$ cat src/rtl/uart_prog_loader_pkg.sv
// Shared types and helpers for the UART program loader.
// Holds the RX and loader state encodings, word geometry and small constant helpers.
package uart_prog_loader_pkg;

    typedef enum logic [1:0] {
        RX_IDLE,
        RX_START,
        RX_DATA,
        RX_STOP
    } rx_state_e;

    typedef enum logic [1:0] {
        LD_LOAD,
        LD_WRITE,
        LD_DONE
    } ld_state_e;

    localparam int BYTES_PER_WORD = 4;

    function automatic int half_bit(input int clks_per_bit);
        return clks_per_bit / 2;
    endfunction

    // Byte-enable mask covering the lowest n bytes of a word.
    function automatic logic [3:0] be_mask(input logic [1:0] n);
        logic [4:0] m;
        m = (5'd1 << n) - 5'd1;
        return m[3:0];
    endfunction

endpackage

$ cat src/rtl/uart_rx_byte.sv
// 8N1 UART byte receiver: 2-flop synchronizer, falling-edge start detect, mid-bit sampling.
// Emits single-cycle byte_valid_o / frame_err_o strobes in the stop-bit sample cycle.
module uart_rx_byte
    import uart_prog_loader_pkg::*;
#(
    parameter int CLKS_PER_BIT = 87
) (
    input  logic       clk_i,
    input  logic       rst_ni,
    input  logic       rx_i,
    output logic [7:0] byte_o,
    output logic       byte_valid_o,
    output logic       frame_err_o,
    output logic       line_idle_o
);

    localparam int CNT_W = $clog2(CLKS_PER_BIT);
    localparam logic [CNT_W-1:0] FULL_LAST = CNT_W'(CLKS_PER_BIT - 1);
    localparam logic [CNT_W-1:0] HALF_LAST = CNT_W'(half_bit(CLKS_PER_BIT) - 1);

    logic [1:0]       sync;
    logic             rx_s;
    logic             rx_prev;
    rx_state_e        state, state_next;
    logic [CNT_W-1:0] cnt, cnt_next;
    logic [2:0]       bit_idx, bit_next;
    logic [7:0]       shreg, shreg_next;

    assign rx_s        = sync[1];
    assign line_idle_o = rx_s;
    assign byte_o      = shreg;

    always_ff @(posedge clk_i) begin
        if (!rst_ni) begin
            sync    <= 2'b11;
            rx_prev <= 1'b1;
            state   <= RX_IDLE;
            cnt     <= '0;
            bit_idx <= '0;
            shreg   <= '0;
        end else begin
            sync    <= {sync[0], rx_i};
            rx_prev <= rx_s;
            state   <= state_next;
            cnt     <= cnt_next;
            bit_idx <= bit_next;
            shreg   <= shreg_next;
        end
    end

    // A frame error leaves rx_prev low, so no new start is seen until the line returns high.
    always_comb begin
        state_next   = state;
        cnt_next     = cnt + 1'b1;
        bit_next     = bit_idx;
        shreg_next   = shreg;
        byte_valid_o = 1'b0;
        frame_err_o  = 1'b0;
        unique case (state)
            RX_IDLE: begin
                cnt_next = '0;
                if (rx_prev && !rx_s) state_next = RX_START;
            end
            RX_START: begin
                if (cnt == HALF_LAST) begin
                    cnt_next   = '0;
                    bit_next   = '0;
                    state_next = rx_s ? RX_IDLE : RX_DATA;
                end
            end
            RX_DATA: begin
                if (cnt == FULL_LAST) begin
                    cnt_next   = '0;
                    shreg_next = {rx_s, shreg[7:1]};
                    bit_next   = bit_idx + 3'd1;
                    if (bit_idx == 3'd7) state_next = RX_STOP;
                end
            end
            RX_STOP: begin
                if (cnt == FULL_LAST) begin
                    cnt_next     = '0;
                    state_next   = RX_IDLE;
                    byte_valid_o = rx_s;
                    frame_err_o  = !rx_s;
                end
            end
            default: state_next = RX_IDLE;
        endcase
    end

endmodule

$ cat src/rtl/uart_prog_loader.sv
// UART program loader: packs received bytes LSB-first into 32-bit words and writes them to
// instruction memory. Optional checksum of granted words under UART_PROG_LOADER_CSUM_EN.
module uart_prog_loader
    import uart_prog_loader_pkg::*;
#(
    parameter int CLKS_PER_BIT = 87,
    parameter int MEM_AW       = 12,
    parameter int MAX_WORDS    = 4096,
    parameter int TIMEOUT_CYC  = 1740
) (
    input  logic              clk_i,
    input  logic              rst_ni,
    input  logic              uart_rx_i,
    output logic              mem_req_o,
    output logic              mem_we_o,
    output logic [MEM_AW-1:0] mem_addr_o,
    output logic [31:0]       mem_wdata_o,
    output logic [3:0]        mem_be_o,
    input  logic              mem_gnt_i,
    output logic              boot_done_o,
    output logic [MEM_AW:0]   word_cnt_o,
    output logic              frame_err_o,
    output logic              overrun_o,
    output logic [31:0]       csum_o
);

    localparam int IDLE_W = $clog2(TIMEOUT_CYC + 1);
    localparam logic [IDLE_W-1:0] TIMEOUT_V = IDLE_W'(TIMEOUT_CYC);
    localparam logic [MEM_AW:0]   LAST_CNT  = (MEM_AW + 1)'(MAX_WORDS - 1);

    logic [7:0]        rx_byte;
    logic              rx_valid;
    logic              rx_ferr;
    logic              line_idle;
    ld_state_e         state, state_next;
    logic [31:0]       acc;
    logic [1:0]        byte_idx;
    logic [IDLE_W-1:0] idle_cnt;
    logic              final_word;
    logic              word_done;
    logic              partial;
    logic              timeout;
    logic              flush;
    logic              grant;
    logic              last_grant;

    uart_rx_byte #(
        .CLKS_PER_BIT(CLKS_PER_BIT)
    ) u_rx (
        .clk_i       (clk_i),
        .rst_ni      (rst_ni),
        .rx_i        (uart_rx_i),
        .byte_o      (rx_byte),
        .byte_valid_o(rx_valid),
        .frame_err_o (rx_ferr),
        .line_idle_o (line_idle)
    );

    assign word_done  = rx_valid && (byte_idx == 2'(BYTES_PER_WORD - 1));
    assign partial    = (byte_idx != 2'd0);
    assign timeout    = (idle_cnt == TIMEOUT_V);
    assign flush      = (state == LD_LOAD) && timeout && partial && !rx_valid;
    assign grant      = (state == LD_WRITE) && mem_gnt_i;
    assign last_grant = grant && (final_word || (word_cnt_o == LAST_CNT));

    assign mem_req_o   = (state == LD_WRITE);
    assign mem_we_o    = mem_req_o;
    assign boot_done_o = (state == LD_DONE);

    always_ff @(posedge clk_i) begin
        if (!rst_ni) state <= LD_LOAD;
        else         state <= state_next;
    end

    always_comb begin
        state_next = state;
        unique case (state)
            LD_LOAD: begin
                if (word_done || flush)                   state_next = LD_WRITE;
                else if (timeout && word_cnt_o != '0)     state_next = LD_DONE;
            end
            LD_WRITE: begin
                if (grant) state_next = last_grant ? LD_DONE : LD_LOAD;
            end
            LD_DONE:  state_next = LD_DONE;
            default:  state_next = LD_LOAD;
        endcase
    end

    always_ff @(posedge clk_i) begin
        if (!rst_ni) begin
            acc         <= '0;
            byte_idx    <= '0;
            idle_cnt    <= '0;
            final_word  <= 1'b0;
            mem_addr_o  <= '0;
            mem_wdata_o <= '0;
            mem_be_o    <= '0;
            word_cnt_o  <= '0;
            frame_err_o <= 1'b0;
            overrun_o   <= 1'b0;
        end else begin
            if (state != LD_DONE) begin
                if (!line_idle)    idle_cnt <= '0;
                else if (!timeout) idle_cnt <= idle_cnt + 1'b1;
                if (rx_ferr) frame_err_o <= 1'b1;
                if (rx_valid) begin
                    if (word_done) begin
                        acc      <= '0;
                        byte_idx <= '0;
                    end else begin
                        acc[{byte_idx, 3'b000} +: 8] <= rx_byte;
                        byte_idx <= byte_idx + 2'd1;
                    end
                end
            end
            // The hold buffer only loads from LOAD; a word finishing during WRITE is lost.
            if (state == LD_LOAD && word_done) begin
                mem_wdata_o <= {rx_byte, acc[23:0]};
                mem_be_o    <= 4'hF;
            end else if (flush) begin
                mem_wdata_o <= acc;
                mem_be_o    <= be_mask(byte_idx);
                acc         <= '0;
                byte_idx    <= '0;
                final_word  <= 1'b1;
            end
            if (state == LD_WRITE && word_done) overrun_o <= 1'b1;
            if (grant) begin
                mem_addr_o <= mem_addr_o + 1'b1;
                word_cnt_o <= word_cnt_o + 1'b1;
            end
        end
    end

`ifdef UART_PROG_LOADER_CSUM_EN
    logic [31:0] csum;

    always_ff @(posedge clk_i) begin
        if (!rst_ni)    csum <= '0;
        else if (grant) csum <= csum + mem_wdata_o;
    end

    assign csum_o = csum;
`else
    assign csum_o = '0;
`endif

endmodule

$ cat config.mk
export PLATFORM = sky130hd
export DESIGN_NAME = uart_prog_loader
export DESIGN_NICKNAME = d
export VERILOG_FILES = /design/src/rtl/uart_prog_loader_pkg.sv /design/src/rtl/uart_rx_byte.sv /design/src/rtl/uart_prog_loader.sv
export SDC_FILE = /design/constraint.sdc
export NUM_CORES = 1
export LEC_CHECK = 0
export CAP_MARGIN = 5
export CORE_ASPECT_RATIO = 1.75
export CORE_MARGIN = 2
export CORE_UTILIZATION = 40
export DETAILED_ROUTE_END_ITERATION = 8
export PLACE_DENSITY = 0.68
export RECOVER_POWER = 25
export SETUP_SLACK_MARGIN = 0.3
export SLEW_MARGIN = 5
export SYNTH_ARGS = -nofsm -noshare
export SYNTH_HDL_FRONTEND = slang
export SYNTH_HIERARCHICAL = 1
export SYNTH_SLANG_ARGS = --single-unit
$ cat constraint.sdc
create_clock -name clk_i -period 3.55 [get_ports clk_i]
set_input_delay 0.355 -clock clk_i [delete_from_list [all_inputs] [get_ports clk_i]]
set_output_delay 0.355 -clock clk_i [all_outputs]
set_load 0.02 [all_outputs]
; ---- Word-level counts from Yosys, hierarchy flattened
; Index checks and enable logic that the tools add are counted.
[word_totals]
regBits = 134
latch_bits = 0
mem_bits_rw = 0
rom_bits = 0
inputBits = 4
out_inout_bits = 98
n_memories = 0
[op_classes]
addsub = 8
n_mul = 0
div_mod_pow = 0
n_lt_le_gt_ge = 0
eq_ne = 20
shifts = 3
n_mux = 39
bitwise_logic = 1
n_reduce_logical = 28
[ops]
columns = cell, n
row1 = 32-bit two-way mux, 7
row2 = 32-bit bitwise mux, 1
row3 = 8-bit by 7-bit variable shift with 32-bit output (first input constant), 1
row4 = 8-bit by 7-bit indexed part select with 32-bit output, 1
row5 = 2-bit two-way mux, 15
row6 = 11-bit two-way mux, 2
row7 = 7-bit case mux with 3 select lines, 1
row8 = 7-bit two-way mux, 2
row9 = 13-bit by 1-bit adder with 13-bit output (second input constant), 1
row10 = 13-bit by 12-bit equality test with 1-bit output (second input constant), 1
row11 = 13-bit nonzero test, 1
row12 = 12-bit by 1-bit adder with 12-bit output (second input constant), 1
row13 = 2-bit by 1-bit != test with 1-bit output (second input constant), 6
row14 = 11-bit by 1-bit adder with 11-bit output (second input constant), 1
row15 = 11-bit equality test (second input constant), 1
row16 = 1-bit logical AND, 10
row17 = 2-bit AND reduction, 5
row18 = 2-bit equality test (second input constant), 4
row19 = 4-bit two-way mux, 2
row20 = 2-bit case mux with 4 select lines, 1
row21 = 7-bit by 1-bit adder with 7-bit output (second input constant), 1
row22 = 7-bit by 6-bit equality test with 1-bit output (second input constant), 1
row23 = 7-bit equality test (second input constant), 1
row24 = 5-bit negator with 7-bit output, 1
row25 = 20 further kinds, 31

; ---- Depth between registers and ports, before layout
; Gate-level depths: netlist of run 1.
[logic_depth]
depth_word = 9
depth_mapped = 13
depth_no_buf = 10

; ---- By module
; Netlist of run 1, hierarchy kept.
[by_module_without_submodules]
columns = module, instances, cells_each, area_per_inst_um2, seq_area_each_um2
row1 = uart_prog_loader, 1, 569, 4958.5, 2222.1
row2 = uart_rx_byte, 1, 103, 1056.0, 460.4

; ---- Worst setup path after synthesis of run 1
; OpenSTA, ideal clock, no wires.
[synth_timing]
path_kind = reg-to-reg
start = register u_rx.cnt[0]
end = register mem_wdata_o[10]
setup_ns = 0.143
t_arrival_ns = 2.511
setup_slack_ns = 0.895
path_stages_with_launch = 14
path_buffers = 3
synth_period_minus_slack_ns = 2.655
path_cell_list = dfxtp_1 -> inv_1 -> ha_1 -> and4b_4 -> and2_4 -> nand2_1 -> nor2_1 -> or4_1 -> buf_2 -> o41a_1 -> clkbuf_1 -> buf_1 -> nand2_1 -> a21oi_2
[synth_between]
elab_chain_len = 6
[synth_rtl]
columns = item, line
row1 = from (decl), uart_rx_byte.sv:25  ; logic [CNT_W-1:0] cnt, cnt_next;
row2 = from (signal assigned), uart_rx_byte.sv:45  ; cnt <= cnt_next;
row3 = 7-bit equality test *, uart_rx_byte.sv:80  ; if (cnt == FULL_LAST) begin
row4 = 1-bit two-way mux *, uart_rx_byte.sv:80
row5 = 1-bit two-way mux *, uart_rx_byte.sv:59  ; unique case (state)
row6 = via rx_valid, uart_prog_loader.sv:32  ; logic rx_valid;
row7 = 1-bit logical AND or 1-bit zero test (tied branches), "uart_prog_loader.sv:59, uart_prog_loader.sv:62"
row8 = 1-bit logical AND (on tied branches), "uart_prog_loader.sv:118, uart_prog_loader.sv:62"
row9 = 32-bit two-way mux or 2-bit nonzero test (tied branches), n/a
row10 = to (signal assigned), uart_prog_loader.sv:119  ; mem_wdata_o <= {rx_byte, acc[23:0]};
row11 = to (decl), uart_prog_loader.sv:17  ; output logic [31:0] mem_wdata_o,
; The timed path passes the listed nets; every way through them passes the cells marked *.
; A chain may end at the register's enable or synchronous reset.

; ---- Final worst setup path of run 1
[layout_timing]
start = register u_rx.cnt[0]
end = register acc[11]
[layout_between]
elab_chain_len = 9
[layout_rtl]
columns = item, line
row1 = 7-bit equality test *, uart_rx_byte.sv:80
row2 = 1-bit two-way mux *, uart_rx_byte.sv:80
row3 = 1-bit two-way mux *, uart_rx_byte.sv:59
row4 = via rx_valid, uart_prog_loader.sv:32
row5 = 1-bit logical AND, uart_prog_loader.sv:59  ; assign word_done = rx_valid && (byte_idx == 2'(BYTES_PER_WORD - 1));
row6 = 32-bit two-way mux, uart_prog_loader.sv:108  ; if (word_done) begin
row7 = 32-bit two-way mux, uart_prog_loader.sv:107  ; if (rx_valid) begin
row8 = 32-bit two-way mux, uart_prog_loader.sv:103  ; if (state != LD_DONE) begin
row9 = 32-bit two-way mux, uart_prog_loader.sv:121  ; end else if (flush) begin
row10 = 32-bit two-way mux *, uart_prog_loader.sv:118  ; if (state == LD_LOAD && word_done) begin
row11 = "to (signal, indexed assignment)", uart_prog_loader.sv:112  ; acc[{byte_idx, 3'b000} +: 8] <= rx_byte;
row12 = to (decl), uart_prog_loader.sv:36  ; logic [31:0] acc;
; Marks and branches as above.

==> summary.md, run 1 <==
| Metric | Value |
|---|---|
| Synthesized instance count | `672` |
| Sort of element at the start of the critical path | `register` |
| Boundary Pins | `102` |
| Final-stage net count | `755` |
| Final routed DRC violation total | `0` |
| Number of maximum-capacitance violations | `0` |
| Setup Skew | `7.74 ps` |
| Pwr per Cell Area | `474 nW/um2` |
| Worst reg2reg path startpoint | `u_rx/cnt[0]` |
| Worst hold slack across all endpoints | `414 ps` |
| Dpl cell area | `6710 um2` |
| Post-synthesis instance area | `roughly 6000 um2` |
| Final weighted congestion in routability-driven placement | `0.792` |
| Total global routing track utilization | `0.175` |
| Average routed wire per standard cell | `~15 um` |
| Gates resized, CTS repair | `0` |
| Floorplan core area | `14,800 um2` |
| CTS tree | `built` |
| WP data arrival | `approximately 3200 ps` |
| Headroom to the max-slew limit | `0.327` |
| Via count | `4,925` |
| Ratio of cells with drive above 1 in the final layout | `0.103` |
| Total of endpoints with negative setup slack in the final report | `0` |
| Final period util | `0.844` |
| Clock Sink Count | `about 130` |
| Cell taking the most area after synthesis | `sky130_fd_sc_hd__dfxtp_1` |
| Yosys warning total | `6` |
| Post-Route WL | `13,600 um` |
| Final Cell Area | `roughly 7300 um2` |
| Register bit count reported by yosys | `about 130` |
| Total design power | `3.46 mW` |
| Pin count of the biggest net entering global routing | `29` |
| Cells taking the most area after synthesis | `sky130_fd_sc_hd__dfxtp_1, sky130_fd_sc_hd__nand2_1, sky130_fd_sc_hd__buf_4, sky130_fd_sc_hd__a21oi_1, sky130_fd_sc_hd__nor2_1` |
| Hold violation total from the final report | `0` |
| Hold buffer count at cts | `0` |
| Final-report max-slew violation count | `0` |
| Sum of negative setup slack | `0 ps` |
| Antenna Diode Count | `0` |
| Global-route wire length before repair | `between 20,000 and 25,000 um` |
| Worst supply voltage drop on vdd | `0.330 mV` |
| Clk Tree Root Cell | `sky130_fd_sc_hd__clkbuf_16` |
| Total Die Area | `~16,000 um2` |
| Post-CTS setup buffer count | `0` |
| Critical path endpoint category | `register` |
| Fraction of post-synthesis cell area in the top cell type by area | `0.446` |
| Final min period | `roughly 3000 ps` |
| Min-delay worst type | `reg -> reg` |
| Most common library cells after synthesis | `sky130_fd_sc_hd__dfxtp_1, sky130_fd_sc_hd__nand2_1, sky130_fd_sc_hd__nor2_1` |
| Startpoint of the worst setup timing path | `u_rx/cnt[0]` |
| Detailed placer's ending HPWL | `9700 um` |
| Most repeated cell in the gate-level netlist after synthesis | `sky130_fd_sc_hd__dfxtp_1` |
| Clock tree buffer depth | `2` |
| Mean instance size in the synthesized netlist | `~9.0 um2` |
| Floorplan row count | `59` |
| Antenna violations before repair | `0` |
| Vias in the first global route | `just under 5,000` |
| DRC marker count from the first detailed-route iteration | `193` |
| Number of buffers added by the clock tree synthesis step | `17` |
| Distinct cells, synth | `65` |
| Filler-free cell count of the finished design | `approximately 930` |
| Clock-pin transition on the worst setup and hold timing paths | `60 ps` |
| Clock insertion delay at the later pin of the skew report | `420 ps` |
| Primary flip-flop cell chosen by synthesis mapping | `sky130_fd_sc_hd__dfxtp_1` |
| Post-route antenna net violation count | `0` |
| Category of the critical setup timing path | `reg -> reg` |
| Async S/R FF share, synth | `0` |
| Leakage power summed over all cells | `roughly 2.8 nW` |
| Total instance count after detailed placement | `899` |
| EDFF count, synth | `0` |
| Port Buf Inserts | `69` |
| Starting density of the core | `0.407` |
| PnR worst setup slack | `approximately 550 ps` |
| Required arrival time at the worst endpoint | `3800 ps` |
| Worst-Margin Slew | `1010 ps` |
| Final core utilization | `0.495` |
| Post-Place Worst Slack | `563 ps` |
| Result of the run | `completed` |
| Highest clock frequency the design can meet | `334 MHz` |
| Die span in x | `96.7 um` |
| Origin of the worst min-delay path | `u_rx/sync[0]` |
| Maximum fanout encountered on the critical timing path | `26` |
| H-Tree Depth | `4` |
| Overall die height | `166 um` |
| Vias per cell | `5.29` |
| Register area share after synthesis | `0.446` |
| Setup repair after global routing missed its margin | `no` |
| GRT overflow | `0` |
| Number of detailed-route iterations in the first pass | `5` |
| Relative area change from synthesis to final layout | `21.6%` |
[state kept, by name (all words and copies together), names as in the netlist, 4 cells and up, named ones only]
name and count:
mem_be_o 4, word_cnt_o 13, idle_cnt 11, mem_wdata_o 32, u_rx/byte_o 8, mem_addr_o 12, u_rx/cnt 7, acc 32
[routing by layer]
| metal | wire length (um) | vias up | track usage |
|---|---|---|---|
| met5 | 0 | - | 0 |
| met4 | 471 | 0 | 0.0863 |
| met3 | 644 | 36 | 0.0476 |
| met2 | 7270 | 138 | 0.320 |
| met1 | 5240 | 2356 | 0.182 |
| li1 | - | 2395 | - |
[final cells by class]
type	instances	area [um2]
well taps	183	229
multi-input cells	486	2940
repair buffers	79	762
fillers	1413	7450
inverters	17	66.3
clock buffers	18	429
flip-flops and latches	134	2680
clock inverters	14	199
[power by group]
part,leakage (nW),switching [mW],internal (mW),total [mW]
Sequential,1.08,0.00713,1.51,1.52
Combinational,1.40,0.0676,0.0148,0.0824
Clock,0.306,0.679,1.18,1.86
[cells in the final DEF, fill, tap and decap left out, types with 3 or more instances in the layout]
master,instances
sky130_fd_sc_hd__nor4_1,4
sky130_fd_sc_hd__mux2i_1,13
sky130_fd_sc_hd__a21oi_1,49
sky130_fd_sc_hd__buf_4,9
sky130_fd_sc_hd__bufinv_16,4
sky130_fd_sc_hd__xor2_1,17
sky130_fd_sc_hd__o21ai_0,10
sky130_fd_sc_hd__conb_1,32
sky130_fd_sc_hd__nand3_1,38
sky130_fd_sc_hd__inv_1,15
sky130_fd_sc_hd__clkinv_4,3
sky130_fd_sc_hd__and4_1,5
sky130_fd_sc_hd__and2_1,11
sky130_fd_sc_hd__or4_1,5
sky130_fd_sc_hd__clkdlybuf4s50_1,46
sky130_fd_sc_hd__o211ai_1,3
sky130_fd_sc_hd__nor2_1,55
sky130_fd_sc_hd__nand4_1,17
sky130_fd_sc_hd__a21oi_2,19
sky130_fd_sc_hd__dfxtp_1,134
sky130_fd_sc_hd__a22oi_1,13
sky130_fd_sc_hd__clkbuf_16,17
sky130_fd_sc_hd__nand2b_1,5
sky130_fd_sc_hd__nor3_1,6
sky130_fd_sc_hd__a31oi_1,5
sky130_fd_sc_hd__nand2_1,94
sky130_fd_sc_hd__dlygate4sd3_1,23
sky130_fd_sc_hd__inv_6,4
sky130_fd_sc_hd__ha_1,16
sky130_fd_sc_hd__xnor2_1,11
sky130_fd_sc_hd__and3_1,12
sky130_fd_sc_hd__or3_1,7
[worst paths after layout]
| kind | end | slack (ps) | depth (start not counted) |
|---|---|---|---|
| setup / recovery | acc[11] | 550 | 10 |
| hold / removal | u_rx/sync[1] | 410 | 1 |
| setup reg to reg | acc[11] | 550 | 10 |
| hold reg to reg | u_rx/sync[1] | 410 | 1 |
[worst max-delay path, stage by stage, from the launching register on]
cell and delay (ps):
sky130_fd_sc_hd__dfxtp_1 390, sky130_fd_sc_hd__inv_1 70, sky130_fd_sc_hd__ha_1 210, sky130_fd_sc_hd__and4b_4 200, sky130_fd_sc_hd__and2_4 150, sky130_fd_sc_hd__nand2_1 80, sky130_fd_sc_hd__nor2_1 120, sky130_fd_sc_hd__or4_1 670
sky130_fd_sc_hd__o41ai_4 320, sky130_fd_sc_hd__o21bai_2 480, sky130_fd_sc_hd__a21oi_1 110
[kinds of logic (layout without fill, tap and decap cells)]
| family | Yosys count | after routing | share of synthesized area |
|---|---|---|---|
| fa+ha+maj | 16 | 16 | 0.0333 |
| compound gates | 114 | 114 | 0.134 |
| other cells | 1 | 32 | 0.000623 |
| flops | 134 | 134 | 0.446 |
| xor+xnor | 28 | 28 | 0.0408 |
| buf+inv | 83 | 128 | 0.0805 |
| simple gates | 283 | 283 | 0.243 |
| mux | 13 | 13 | 0.0216 |
(Power assumes the default switching activity.)
==> run 2: changes to the inputs <==
- PLACE_DENSITY: 0.68 -> 0.7
- clock period: 3.55 -> 2.7 ns (I/O delays scaled with it)
==> run 2 against run 1 <==
Net effect: final cell count increased by 2.8%; via count up 1.1%; sequential power up 31%; fmax up 22%; utilization rose by 2.8 points; clock skew is 1.4 ps higher; hold slack got worse by 5.2 ps; largest cell class unchanged; combinational power up 59%; non-clock buffer count up 27; routed wire length is 5.1% higher.
==> summary.md, run 2 (synthesized netlist as in run 1, its figures left out) <==
| Metric | Value |
|---|---|
| Result of the run | `completed` |
| Slowest stage cell, crit path | `sky130_fd_sc_hd__or4_4` |
| Relative area change from synthesis to final layout | `28.4%` |
| Floorplan core area | `14,800 um2` |
| CTS tree | `built` |
| Critical path endpoint category | `register` |
| Hold violation total from the final report | `0` |
| PnR worst setup slack | `~240 ps` |
| Global-route wire length before repair | `22,600 um` |
| Final-report max-slew violation count | `0` |
| Overall die height | `roughly 170 um` |
| Min-delay worst type | `in -> reg` |
| Pin count of the biggest net entering global routing | `27` |
| Category of the critical setup timing path | `reg -> reg` |
| WP data arrival | `2810 ps` |
| Maximum fanout encountered on the critical timing path | `7` |
| Total of endpoints with negative setup slack in the final report | `0` |
| Final routed DRC violation total | `0` |
| Pwr per Cell Area | `591 nW/um2` |
| Post-Place Worst Slack | `95.1 ps` |
| Number of maximum-capacitance violations | `0` |
| Clock tree buffer depth | `2` |
| Average routed wire per standard cell | `15.0 um` |
| Clock Sink Count | `134` |
| Largest registers | `acc (32), mem_wdata_o (32), word_cnt_o (13)` |
| Floorplan row count | `between 50 and 60` |
| Total global routing track utilization | `0.172` |
| Highest clock frequency the design can meet | `407 MHz` |
| GRT overflow | `0` |
| Headroom to the max-slew limit | `0.310` |
| Vias per cell | `5.20` |
| Antenna Diode Count | `0` |
| Antenna violations before repair | `0` |
| Number of filler cells placed in the layout | `approximately 1,400` |
| Leakage power summed over all cells | `2.95 nW` |
| Starting density of the core | `0.407` |
| Die span in x | `96.7 um` |
| Final weighted congestion in routability-driven placement | `0.822` |
| Setup Skew | `around 9.1 ps` |
| Clk Tree Root Cell | `sky130_fd_sc_hd__clkbuf_16` |
| H-Tree Depth | `4` |
| Number of buffers added by the clock tree synthesis step | `17` |
| Number of detailed-route iterations in the first pass | `4` |
| Worst supply voltage drop on vdd | `0.399 mV` |
| Total Die Area | `16,100 um2` |
| Ratio of cells with drive above 1 in the final layout | `0.172` |
| Final period util | `0.910` |
| Setup repair after global routing missed its margin | `yes` |
| DRC marker count from the first detailed-route iteration | `240` |
| Port Buf Inserts | `69` |
| Peak per-stage delay on the critical path | `470 ps` |
| Final-stage net count | `782` |
| Vias in the first global route | `4,601` |
| Worst-Margin Slew | `1030 ps` |
| Required arrival time at the worst endpoint | `3050 ps` |
| Post-Route WL | `14,300 um` |
| Detailed placer's ending HPWL | `about 9500 um` |
| Boundary Pins | `102` |
| Sum of negative setup slack | `0 ps` |
| Sort of element at the start of the critical path | `register` |
| Post-route antenna net violation count | `0` |
| Clock insertion delay at the later pin of the skew report | `approximately 420 ps` |
| Largest delay share family, worst path | `simple AND/OR/NAND/NOR gates` |
| Clock-pin transition on the worst setup and hold timing paths | `60 ps` |
| Most used cells in the layout excluding fill and tap cells | `sky130_fd_sc_hd__dfxtp_1, sky130_fd_sc_hd__nand2_1, sky130_fd_sc_hd__clkdlybuf4s50_1` |
| Via count | `4,979` |
| Final min period | `2460 ps` |
| Cell chain of the critical path | `ha_4, and4b_4, and2_4, nand2_4, nor2_4, or4_4, o41ai_4, buf_4, clkbuf_16, nand2_2, a21oi_2` |
| Leading cell type in the layout, fill and taps excluded | `sky130_fd_sc_hd__dfxtp_1` |
| Number of buffer and inverter stages on the critical path | `2` |
-- run 2: changes by cell type in the layout (fill, tap and decap cells not counted), sizes merged --
| cell | change |
|---|---|
| inv | -4 |
| dlygate4sd3 | -9 |
| clkinv | +1 |
| clkdlybuf4s50 | +9 |
| clkinvlp | +1 |
| clkbuf | +7 |
| buf | +21 |
-- run 2: routing by layer --
metal  track usage  vias up  part of all wire  wire length (um)
li1              -     2457                 -                 -
met1         0.184     2361              0.39              5600
met2         0.310      135              0.54              7690
met3        0.0480       26             0.046               655
met4        0.0747        0             0.027               381
met5             0        -                 0                 0
-- run 2: final timing paths --
check	startpoint	to	slack, ps	cells past startpoint
worst max-delay path	u_rx/cnt[1]	mem_wdata_o[11]	240	11
worst min-delay path	uart_rx_i	u_rx/sync[0]	410	2
worst max register to register	u_rx/cnt[1]	mem_wdata_o[11]	240	11
worst min register to register	u_rx/sync[0]	u_rx/sync[1]	430	1
-- run 2: report_power, final --
group / switching [mW] / internal, mW
Clock: 0.874 / 1.57
Sequential: 0.00739 / 1.98
Combinational: 0.0994 / 0.0317
Total: 0.980 / 3.58
-- run 2: stage by stage --
step                area, um2  instances   util  total power [mW]  hold WS, ps
detailed placement       6920        914  0.468              2.15          419
global route             7720        957  0.523              4.69          423
global placement         6920        914  0.468              2.15          403
floorplan                6230        703      -              2.16          343
CTS                      7590        948  0.514              4.58          399
finish                   7720        957  0.523              4.56          409
-- run 2: worst reg2reg max path, delay by kind of cell (launching register included) --
kind | cells | cell delay, ps
simple gates | 6 | 970
flops | 1 | 360
buf+inv | 2 | 380
fa+ha+maj | 1 | 180
compound gates | 2 | 520
-- run 2: final cells by class --
type / count / area, um2 / share of cell area
multi-input cells: 486 / 3080 / 0.400
flip-flops and latches: 134 / 2680 / 0.348
repair buffers: 106 / 1040 / 0.134
clock buffers: 19 / 443 / 0.0574
well taps: 183 / 229 / 0.0297
clock inverters: 12 / 178 / 0.0230
inverters: 17 / 65.1 / 0.00843
-- run 2: timing repair --
item / in CTS / in global routing
pin swaps: 9 / 6
setup endpoints to repair: 71 / 69
gates resized for setup: 2 / 15
gates cloned: 1 / 3
buffers inserted: 2 / 6
hold buffers: 0 / 0
==> run 3: changes to the inputs <==
- CORE_UTILIZATION: 40 -> 48
- PLACE_DENSITY: 0.7 -> 0.81
==> run 3 against run 2 <==
Net effect: fmax is 0.86% higher; utilization is 8.6 points higher; via count is 2.4% higher; final cell count is 2.3% lower; non-clock buffer count is 8 lower; combinational power is 8% lower; critical path depth is 1 higher; sequential cell count stayed put; worst setup slack better by 21 ps; critical endpoint is now mem_wdata_o[13]; largest power group unchanged.
==> summary.md, run 3 (synthesized netlist as in run 1, its figures left out) <==
| Metric | Value |
|---|---|
| Sort of element at the start of the critical path | `register` |
| Min-delay worst type | `reg -> reg` |
| Die span in x | `between 80 and 90 um` |
| Clock insertion delay at the later pin of the skew report | `roughly 420 ps` |
| Most used cells in the layout excluding fill and tap cells | `sky130_fd_sc_hd__dfxtp_1, sky130_fd_sc_hd__nand2_1, sky130_fd_sc_hd__nor2_1` |
| Port Buf Inserts | `69` |
| Final-stage net count | `774` |
| Leakage power summed over all cells | `2.90 nW` |
| Int Pwr | `3.41 mW` |
| Switching share of power | `0.214` |
| Leading cell type in the layout, fill and taps excluded | `sky130_fd_sc_hd__dfxtp_1` |
| Required arrival time at the worst endpoint | `3040 ps` |
| Total of endpoints with negative setup slack in the final report | `0` |
| Category of the critical setup timing path | `reg -> reg` |
| CTS tree | `built` |
| Final period util | `0.903` |
| Startpoint of the worst setup timing path | `u_rx/cnt[0]` |
| Clk pwr share | `0.514` |
| DRC marker count from the first detailed-route iteration | `324` |
| Starting density of the core | `0.486` |
| Antenna violations before repair | `0` |
| Final weighted congestion in routability-driven placement | `0.844` |
| Power share of the sequential group | `0.459` |
| Filler-free cell count of the finished design | `between 900 and 1,000` |
| Worst-Margin Slew | `1020 ps` |
| Final min period | `2440 ps` |
| Final Cell Area | `7530 um2` |
| GRT overflow | `0` |
| H-Tree Depth | `4` |
| Slack of the worst reg-to-reg path | `between 200 and 300 ps` |
| Ratio of cells with drive above 1 in the final layout | `0.150` |
| Via count | `5,100` |
| Antenna Diode Count | `0` |
| Average routed wire per standard cell | `15.2 um` |
| Floorplan core area | `around 12,000 um2` |
| Vias per cell | `5.45` |
| Global-route wire length before repair | `23,400 um` |
| Hold violation total from the final report | `0` |
| Post-Route WL | `14,200 um` |
| R2R depth | `12` |
| Headroom to the max-slew limit | `0.322` |
| Post-Place Worst Slack | `-2.79 ps` |
| Final-report max-slew violation count | `0` |
| Total global routing track utilization | `0.219` |
| Number of detailed-route iterations in the first pass | `6` |
| Number of buffers added by the clock tree synthesis step | `17` |
| Sum of negative setup slack | `0 ps` |
| Result of the run | `completed` |
| Worst hold path stage count | `1` |
| Clock tree buffer depth | `2` |
| Pin count of the biggest net entering global routing | `40` |
| PnR worst setup slack | `263 ps` |
| Largest registers | `acc (32), mem_wdata_o (32), word_cnt_o (13)` |
| Clk Tree Root Cell | `sky130_fd_sc_hd__clkbuf_16` |
| Floorplan row count | `54` |
| Total Die Area | `roughly 13,000 um2` |
| Boundary Pins | `102` |
| Overall die height | `152 um` |
| WP data arrival | `2770 ps` |
| Vias in the first global route | `about 5,100` |
| Relative area change from synthesis to final layout | `25.2%` |
| Worst supply voltage drop on vdd | `just over 0.4 mV` |
| Highest clock frequency the design can meet | `410 MHz` |
| Setup repair after global routing missed its margin | `yes` |
| Critical path endpoint category | `register` |
| Clock Sink Count | `about 130` |
| Worst reg2reg path startpoint | `u_rx/cnt[0]` |
| Total instance count after detailed placement | `890` |
| Combinational share of power | `0.028` |
| Post-route antenna net violation count | `0` |
| Hold buffer count at cts | `0` |
| Dpl cell area | `6840 um2` |
| Switching power summed over all nets | `between 0.9 and 1 mW` |
| Detailed placer's ending HPWL | `9720 um` |
| Pwr per Cell Area | `577 nW/um2` |
| Critical register-to-register path endpoint | `mem_wdata_o[13]` |
| Total design power | `around 4.3 mW` |
| End point of the critical path | `mem_wdata_o[13]` |
| Setup Skew | `about 5.5 ps` |
| Number of maximum-capacitance violations | `0` |
| Clock-pin transition on the worst setup and hold timing paths | `roughly 60 ps` |
| Maximum fanout encountered on the critical timing path | `7` |
| Final routed DRC violation total | `0` |
## run 3: cell types whose count changed in the layout (fill, tap and decap cells not counted), moves of 5 or more
| cell | change |
|---|---|
| sky130_fd_sc_hd__clkdlybuf4s50_1 | -5 |
| sky130_fd_sc_hd__dlygate4sd3_1 | +5 |
| sky130_fd_sc_hd__buf_4 | -6 |
| sky130_fd_sc_hd__a21oi_1 | +5 |
| sky130_fd_sc_hd__a21oi_2 | -5 |
## run 3: how the worst min path moves through the flow
stage                             from           end  slack [ps]
after floorplan                 rst_ni  u_rx/sync[0]         340
after global placement    u_rx/sync[0]  u_rx/sync[1]         400
after detailed placement  u_rx/sync[0]  u_rx/sync[1]         410
after CTS                    uart_rx_i  u_rx/sync[0]         420
after global routing      u_rx/sync[0]  u_rx/sync[1]         440
final                     u_rx/sync[0]  u_rx/sync[1]         420
## run 3: repair_timing
| action | 4_1_cts | 5_1_grt |
|---|---|---|
| gates cloned | 2 | 0 |
| resized for setup | 5 | 5 |
| buffers inserted | 7 | 4 |
| pin swaps | 2 | 4 |
| endpoints found under the setup margin | 70 | 41 |
## run 3: cell type report
cell class,count,area (um2)
clock buffer,24,472
clock inverter,8,98.8
fill,989,4830
inverter,17,66.3
multi-input combinational,486,3020
sequential,134,2690
tap,168,210
timing repair buffer,98,980
## run 3: metrics by stage
step                utilization  hold WS [ps]
floorplan                     -           343
global placement          0.553           401
detailed placement        0.553           406
CTS                       0.610           418
global route              0.609           441
finish                    0.609           417
## run 3: worst max-delay path, cell delays in order, from the launching register on
cell and delay [ps]:
sky130_fd_sc_hd__dfxtp_1 340, sky130_fd_sc_hd__inv_1 50, sky130_fd_sc_hd__ha_1 190, sky130_fd_sc_hd__and4b_4 200, sky130_fd_sc_hd__and2_4 150, sky130_fd_sc_hd__nand2_4 70
sky130_fd_sc_hd__nor2_4 40, sky130_fd_sc_hd__or4_4 490, sky130_fd_sc_hd__o41ai_4 220, sky130_fd_sc_hd__buf_4 190, sky130_fd_sc_hd__bufbuf_16 270, sky130_fd_sc_hd__nand2_2 50
sky130_fd_sc_hd__a21oi_2 100
## run 3: power groups by stage
stage,registers [mW],clock network [mW],logic [mW]
finish,1.99,2.23,0.120
global route,1.99,2.34,0.132
CTS,1.99,2.25,0.122
detailed placement,2.04,0,0.119
global placement,2.04,0,0.116
floorplan,2.03,0,0.125
## run 3: routing by layer
metal / share of wire / up-vias / global-route usage
li1: - / 2428 / -
met3: 0.056 / 48 / 0.0581
met4: 0.042 / 0 / 0.114
met2: 0.55 / 195 / 0.395
met1: 0.36 / 2429 / 0.220
met5: 0 / - / 0
